File: src/rtl/cla_pipe_adder.sv
// Pipelined carry-lookahead adder: STAGES segments of WIDTH/STAGES bits, one segment per stage.
// Optional signed-overflow output enabled by defining CLA_PIPE_ADDER_OVF_EN.
module cla_pipe_adder #(
  parameter int WIDTH  = 256,
  parameter int STAGES = 4
) (
  input  logic             clk,
  input  logic             rst,
  input  logic [WIDTH-1:0] din1,
  input  logic [WIDTH-1:0] din2,
  input  logic             cin,
  input  logic             in_valid,
  output logic             in_ready,
  output logic [WIDTH-1:0] dout,
  output logic             cout,
  output logic             out_valid,
  input  logic             out_ready
`ifdef CLA_PIPE_ADDER_OVF_EN
  ,
  output logic             ovf
`endif
);

  localparam int SEG = WIDTH / STAGES;
  localparam int NG  = SEG / 4;        // 4-bit groups per segment
  localparam int NB  = (NG + 3) / 4;   // blocks of four groups per segment

  logic [STAGES-1:0] valid_vec;
  logic              advance;

  // A stalled full pipe freezes every stage; otherwise everything shifts.
  assign advance   = !valid_vec[STAGES-1] | out_ready;
  assign in_ready  = advance;
  assign out_valid = valid_vec[STAGES-1];

  genvar gi;
  generate
    for (gi = 0; gi < STAGES; gi++) begin : g_stage
      localparam int LO = gi * SEG;
      localparam int RW = WIDTH - LO;  // operand bits not yet summed

      logic [RW-1:0]     a_cur, b_cur;
      logic              c_cur, v_cur;
      logic [SEG-1:0]    p, g, c, seg_sum;
      logic [NB*4-1:0]   gp, gg;
      logic [NG-1:0]     gc;
      logic [NB-1:0]     bp, bg;
      logic [NB:0]       bc;
      logic              seg_co;
      logic [LO+SEG-1:0] sum_next;
      logic [LO+SEG-1:0] sum_reg;
      logic              carry_reg, valid_reg;

      if (gi == 0) begin : g_first
        assign a_cur    = din1;
        assign b_cur    = din2;
        assign c_cur    = cin;
        assign v_cur    = in_valid;
        assign sum_next = seg_sum;
      end else begin : g_next
        assign a_cur    = g_stage[gi-1].g_ops.opa_reg;
        assign b_cur    = g_stage[gi-1].g_ops.opb_reg;
        assign c_cur    = g_stage[gi-1].carry_reg;
        assign v_cur    = g_stage[gi-1].valid_reg;
        assign sum_next = {seg_sum, g_stage[gi-1].sum_reg};
      end

      // Two-level lookahead: groups of 4 bits, blocks of 4 groups; padded groups pass carry through.
      always_comb begin
        p  = a_cur[SEG-1:0] ^ b_cur[SEG-1:0];
        g  = a_cur[SEG-1:0] & b_cur[SEG-1:0];
        gp = '1;
        gg = '0;
        gc = '0;
        c  = '0;
        bp = '0;
        bg = '0;
        for (int j = 0; j < NG; j++) begin
          gp[j] = &p[4*j +: 4];
          gg[j] = g[4*j+3] | (p[4*j+3] & g[4*j+2]) | (p[4*j+3] & p[4*j+2] & g[4*j+1])
                | (&p[4*j+1 +: 3] & g[4*j]);
        end
        bc[0] = c_cur;
        for (int k = 0; k < NB; k++) begin
          bp[k]   = &gp[4*k +: 4];
          bg[k]   = gg[4*k+3] | (gp[4*k+3] & gg[4*k+2]) | (gp[4*k+3] & gp[4*k+2] & gg[4*k+1])
                  | (&gp[4*k+1 +: 3] & gg[4*k]);
          bc[k+1] = bg[k] | (bp[k] & bc[k]);
        end
        for (int j = 0; j < NG; j++) begin
          case (j % 4)
            0:       gc[j] = bc[j/4];
            1:       gc[j] = gg[j-1] | (gp[j-1] & bc[j/4]);
            2:       gc[j] = gg[j-1] | (gp[j-1] & gg[j-2]) | (gp[j-1] & gp[j-2] & bc[j/4]);
            default: gc[j] = gg[j-1] | (gp[j-1] & gg[j-2]) | (gp[j-1] & gp[j-2] & gg[j-3])
                           | (gp[j-1] & gp[j-2] & gp[j-3] & bc[j/4]);
          endcase
        end
        for (int j = 0; j < NG; j++) begin
          c[4*j]   = gc[j];
          c[4*j+1] = g[4*j] | (p[4*j] & gc[j]);
          c[4*j+2] = g[4*j+1] | (p[4*j+1] & g[4*j]) | (p[4*j+1] & p[4*j] & gc[j]);
          c[4*j+3] = g[4*j+2] | (p[4*j+2] & g[4*j+1]) | (p[4*j+2] & p[4*j+1] & g[4*j])
                   | (&p[4*j +: 3] & gc[j]);
        end
        seg_sum = p ^ c;
        seg_co  = bc[NB];
      end

      always_ff @(posedge clk or posedge rst) begin
        if (rst) begin
          sum_reg   <= '0;
          carry_reg <= 1'b0;
          valid_reg <= 1'b0;
        end else if (advance) begin
          sum_reg   <= sum_next;
          carry_reg <= seg_co;
          valid_reg <= v_cur;
        end
      end

      assign valid_vec[gi] = valid_reg;

      if (gi < STAGES-1) begin : g_ops
        logic [RW-SEG-1:0] opa_reg, opb_reg;

        always_ff @(posedge clk or posedge rst) begin
          if (rst) begin
            opa_reg <= '0;
            opb_reg <= '0;
          end else if (advance) begin
            opa_reg <= a_cur[RW-1:SEG];
            opb_reg <= b_cur[RW-1:SEG];
          end
        end
      end else begin : g_out
        assign dout = sum_reg;
        assign cout = carry_reg;
`ifdef CLA_PIPE_ADDER_OVF_EN
        logic ovf_reg;

        // Same-sign operands with a differently signed result overflowed.
        always_ff @(posedge clk or posedge rst) begin
          if (rst) begin
            ovf_reg <= 1'b0;
          end else if (advance) begin
            ovf_reg <= (a_cur[SEG-1] == b_cur[SEG-1]) && (seg_sum[SEG-1] != a_cur[SEG-1]);
          end
        end

        assign ovf = ovf_reg;
`endif
      end
    end
  endgenerate

endmodule

File: config.mk
export PLATFORM = sky130hd
export DESIGN_NAME = cla_pipe_adder
export DESIGN_NICKNAME = d
export VERILOG_FILES = /design/src/rtl/cla_pipe_adder.sv
export SDC_FILE = /design/constraint.sdc
export NUM_CORES = 2
export LEC_CHECK = 0
export ABC_AREA = 0
export BUFFER_PORTS_ARGS = -buffer_cell sky130_fd_sc_hd__clkbuf_2
export CAP_MARGIN = 20
export CORE_MARGIN = 2
export CORE_UTILIZATION = 48
export DETAILED_ROUTE_END_ITERATION = 7
export GPL_ROUTABILITY_DRIVEN = 1
export GPL_TIMING_DRIVEN = 0
export PLACE_DENSITY = 0.79
export SYNTH_ARGS = -nofsm -noshare
export SYNTH_HDL_FRONTEND = slang
export SYNTH_SLANG_ARGS = --single-unit
export TNS_END_PERCENT = 30
File: constraint.sdc
create_clock -name clk -period 79.9 [get_ports clk]
set_input_delay 7.99 -clock clk [delete_from_list [all_inputs] [get_ports clk]]
set_output_delay 7.99 -clock clk [all_outputs]
set_load 0.03 [all_outputs]
# After elaboration in Yosys (flattened, before gate mapping)
# Cells that the tools add are included.
word_totals:
  regBits: 1416
  latchBits: 0
  mem_bits_rw: 0
  mem_bits_ro: 0
  elab_cells: 1984
  n_memories: 0
op_classes:
  addsub: 0
  multipliers: 0
  div_mod_pow: 0
  order_cmp: 0
  eq_ne: 0
  shift: 0
  muxes: 0
  n_bitwise: 1741
  n_reduce_logical: 225
op_table:
  columns: ["op", "n"]
  rows:
  - ["AND 1 bit", 992]
  - ["bitwise OR 1 bit", 737]
  - ["XOR 64 bit", 8]
  - ["AND reduction 3 bit", 128]
  - ["AND 64 bit", 4]
  - ["AND reduction 16 bit", 16]
  - ["AND reduction 4 bit", 64]
  - ["AND reduction 12 bit", 16]
  - ["logical NOT 1 bit", 1]

# Longest topological paths before layout
depth:
  word_depth: 19
  mapped_depth: 14
  ltp_nobuf: 14

# Worst setup path before layout
# No wires, ideal clock.
synth_path:
  path_type: "in2out"
  startpoint: "input out_ready"
  endpoint: "output in_ready"
  arrival_ps: 9498
  path_slack_ps: 62412
  path_stages: 7
  path_buffers: 5
  path_cell_list: "nor2b_1 clkbuf_1 clkbuf_1 inv_1 clkbuf_1 clkbuf_1 clkbuf_1"
synth_via:
  elab_chain_cells: 1
synth_lines:
  columns: ["element", "line_no", "rtl"]
  rows:
  - ["from (decl)", "17", "input logic out_ready"]
  - ["bitwise OR 1 bit", "32", "assign advance = !valid_vec[STAGES-1] | out_ready;"]
  - ["to (decl)", "13", "output logic in_ready,"]
# No other way between the ends.

# Worst setup path in the final report
# Ends and elaborated chain as after synthesis.

==> out/metrics.csv <==
metric,value,unit
outcome,finished clean,
yosys_warnings,0,
grt_max_degree,141,
cts-root-buf,clkbuf_16,
synthAdderAreaFrac,0.0714,
fin_nets,8855,
routed.top_layer,met5,
synth_top_family_by_area,simple AND/OR/NAND/NOR gates,
wl_per_cell,20.7,microns
path_max_fanout,11,
drive_above_1_share,0.135,
setup_viol,0,
crit_path_end_kind,primary output,
route.met3.wl,18.1,mm
hold_viol,0,
die_area,134000,sq um
max_cap_violations,0,
critPathLaunchType,input port,
post_cts_buffers,0,
max_freq,0.0507,GHz
cp-startpoint,out_ready,
insertion_delay,0.80,ns
cp.required,71.91,ns
yosysUniqueCellTypes,70,
worstHoldStart,g_stage[1].sum_reg[116],
viasPerCell,5.27,
synth-xor-area-share,0.0222,
drt_iter0_markers,4310,
cts_sinks,1416,
die_w,366,microns
fin_setup_tns,0,ns
yosysSeqAreaShare,0.564,
synth_compound_area_frac,0.0625,
cts.clk_slew.worst_paths,0.05,ns
numCtsBuffers,150,
area_growth,19.0,%
synth.most_common_cell,nand2_1,
slew_viol_final,0,
synthArstFlopShare,1.00,
start_util,0.484,
min-delay-path-class,flip-flop to flip-flop,
synth_top_area_share,0.564,
gp_congestion,0.933,
min_period_over_period,0.247,
dr.pass1.iters,5,
coreArea,130000,sq um
synth_mux_area_frac,0.000498,
crit_arrival,11.74,ns
post-synth-top-area-cell,dfrtp_1,
critPathKind,input port to primary output,
skew,0.0502,ns
overflow,0,
wirelength,205,mm
avgSynthCellArea,8.90,sq um
setup_slack,60.17,ns
dr_wl_met2,93.0,mm
leakage,0.0400,uW
antenna_found_initial,48,
synthSimpleGateAreaFrac,0.256,
worst_pin_slew,1.24,ns
via_count,52200,
synth_area_leaders,"dfrtp_1, nand2_1, ha_1",
wl_met1,83.2,mm
synth_nets,7896,
synth_ff_type,dfrtp_1,
p_per_area,44.1,nW/um^2
final_core_util,0.576,
hold_buffers,0,
io_buffers,775,
grt_setup_unrepaired,false,
cts_resized,0,
synth-seq-cells,1416,
cts_buffer_depth,3,
die_h,366,microns
cts_max_level,4,
ios,776,
ys_top_cells_by_count,"nand2_1, dfrtp_1, clkbuf_1, ha_1, a21oi_1",
period_minus_slack,19.73,ns
syn-cell-area,62800,sq um
max_slew_margin,0.171,
vdd_drop_max,0.0239,mV
r2r-start,g_stage[0].g_ops.opa_reg[0],
grt_pass1_wl,304,mm
cts_tree,yes,
grt_usage,0.305,
synth_edf_count,0,
post-place-ws,60.17,ns
first_global_vias,51700,
ant_nets,0,
dp_hpwl,156,mm
rows,132,
synthCells,7059,
drc,0,
==> layer usage <==
metal,vias up,global-route usage
met5,-,0
met4,34,0.150
met3,471,0.0802
met2,1814,0.476
met1,25500,0.396
li1,24400,-
==> per-stage QoR <==
stage | power (uW) | hold slack, ns | cell area, sq um | instances
floorplan | 2090 | 0.430 | 62800 | 7059
global placement | 2510 | 0.446 | 68800 | 9576
detailed placement | 2560 | 0.453 | 69500 | 9607
CTS | 3300 | 0.464 | 74700 | 9880
global route | 3510 | 0.474 | 74700 | 9887
finish | 3300 | 0.465 | 74700 | 9904
==> cell usage in the layout, fill, tap and decap left out, drive strengths merged, types with 58 or more instances in the layout <==
cell type / netlist / layout
dfrtp: 1416 / 1416
a21o: 81 / 81
xnor2: 101 / 101
nor2: 130 / 130
clkbuf: 295 / 1277
o21ai: 179 / 179
xor2: 58 / 58
ha: 256 / 256
a21oi: 201 / 201
inv: 74 / 84
fa: 64 / 64
nand2: 3804 / 3804
==> worst paths after layout <==
| path | slack [ns] | depth (start not counted) | to |
|---|---|---|---|
| worst max-delay path | 60.17 | 10 | in_ready |
| worst min-delay path | 0.46 | 2 | g_stage[2].sum_reg[116] |
| worst max register to register | 75.24 | 14 | g_stage[1].sum_reg[124] |
| worst min register to register | 0.46 | 2 | g_stage[2].sum_reg[116] |
| max in group asynchronous | 69.33 | 7 | g_stage[1].sum_reg[74] |
| min in group asynchronous | 7.24 | 2 | g_stage[0].g_ops.opb_reg[156] |
==> worst max-delay path, cell delays in order <==
cell and delay (ns):
clkbuf_2 0.08, nor2b_1 0.04, clkbuf_2 0.46, clkbuf_2 0.61, inv_1 0.25, clkbuf_1 0.59, clkbuf_1 0.42, buf_8 0.22
clkbuf_1 0.66, clkbuf_2 0.37
==> layout make-up <==
| class | instances | area (sq um) |
|---|---|---|
| Clock inverter | 66 | 801 |
| Inverter | 74 | 285 |
| Tap cell | 1742 | 2180 |
| Timing Repair Buffer | 807 | 4540 |
| Buffer | 317 | 1210 |
| Multi-Input combinational cell | 5252 | 25900 |
| Clock buffer | 207 | 4330 |
| Sequential cell | 1416 | 35400 |
| Antenna cell | 23 | 57.6 |
| Fill cell | 11200 | 54900 |
==> kinds of logic (layout without fill, tap and decap cells) <==
family                     count (synthesis)  count (layout)
xor gates and xnor gates                 159             159
other                                      0              23
adders and majority gates                320             320
and+or+nand+nor                         4135            4135
DFF                                     1416            1416
AOI/OAI and AO/OA                        635             635
muxes                                      3               3
buffers and inverters                    391            1471
==> where the power goes <==
| group | total (uW) | internal, uW | switching, uW |
|---|---|---|---|
| Sequential | 1230 | 1030 | 203 |
| Clock | 722 | 422 | 300 |
| Combinational | 1340 | 453 | 887 |
(Power assumes the default switching activity.)
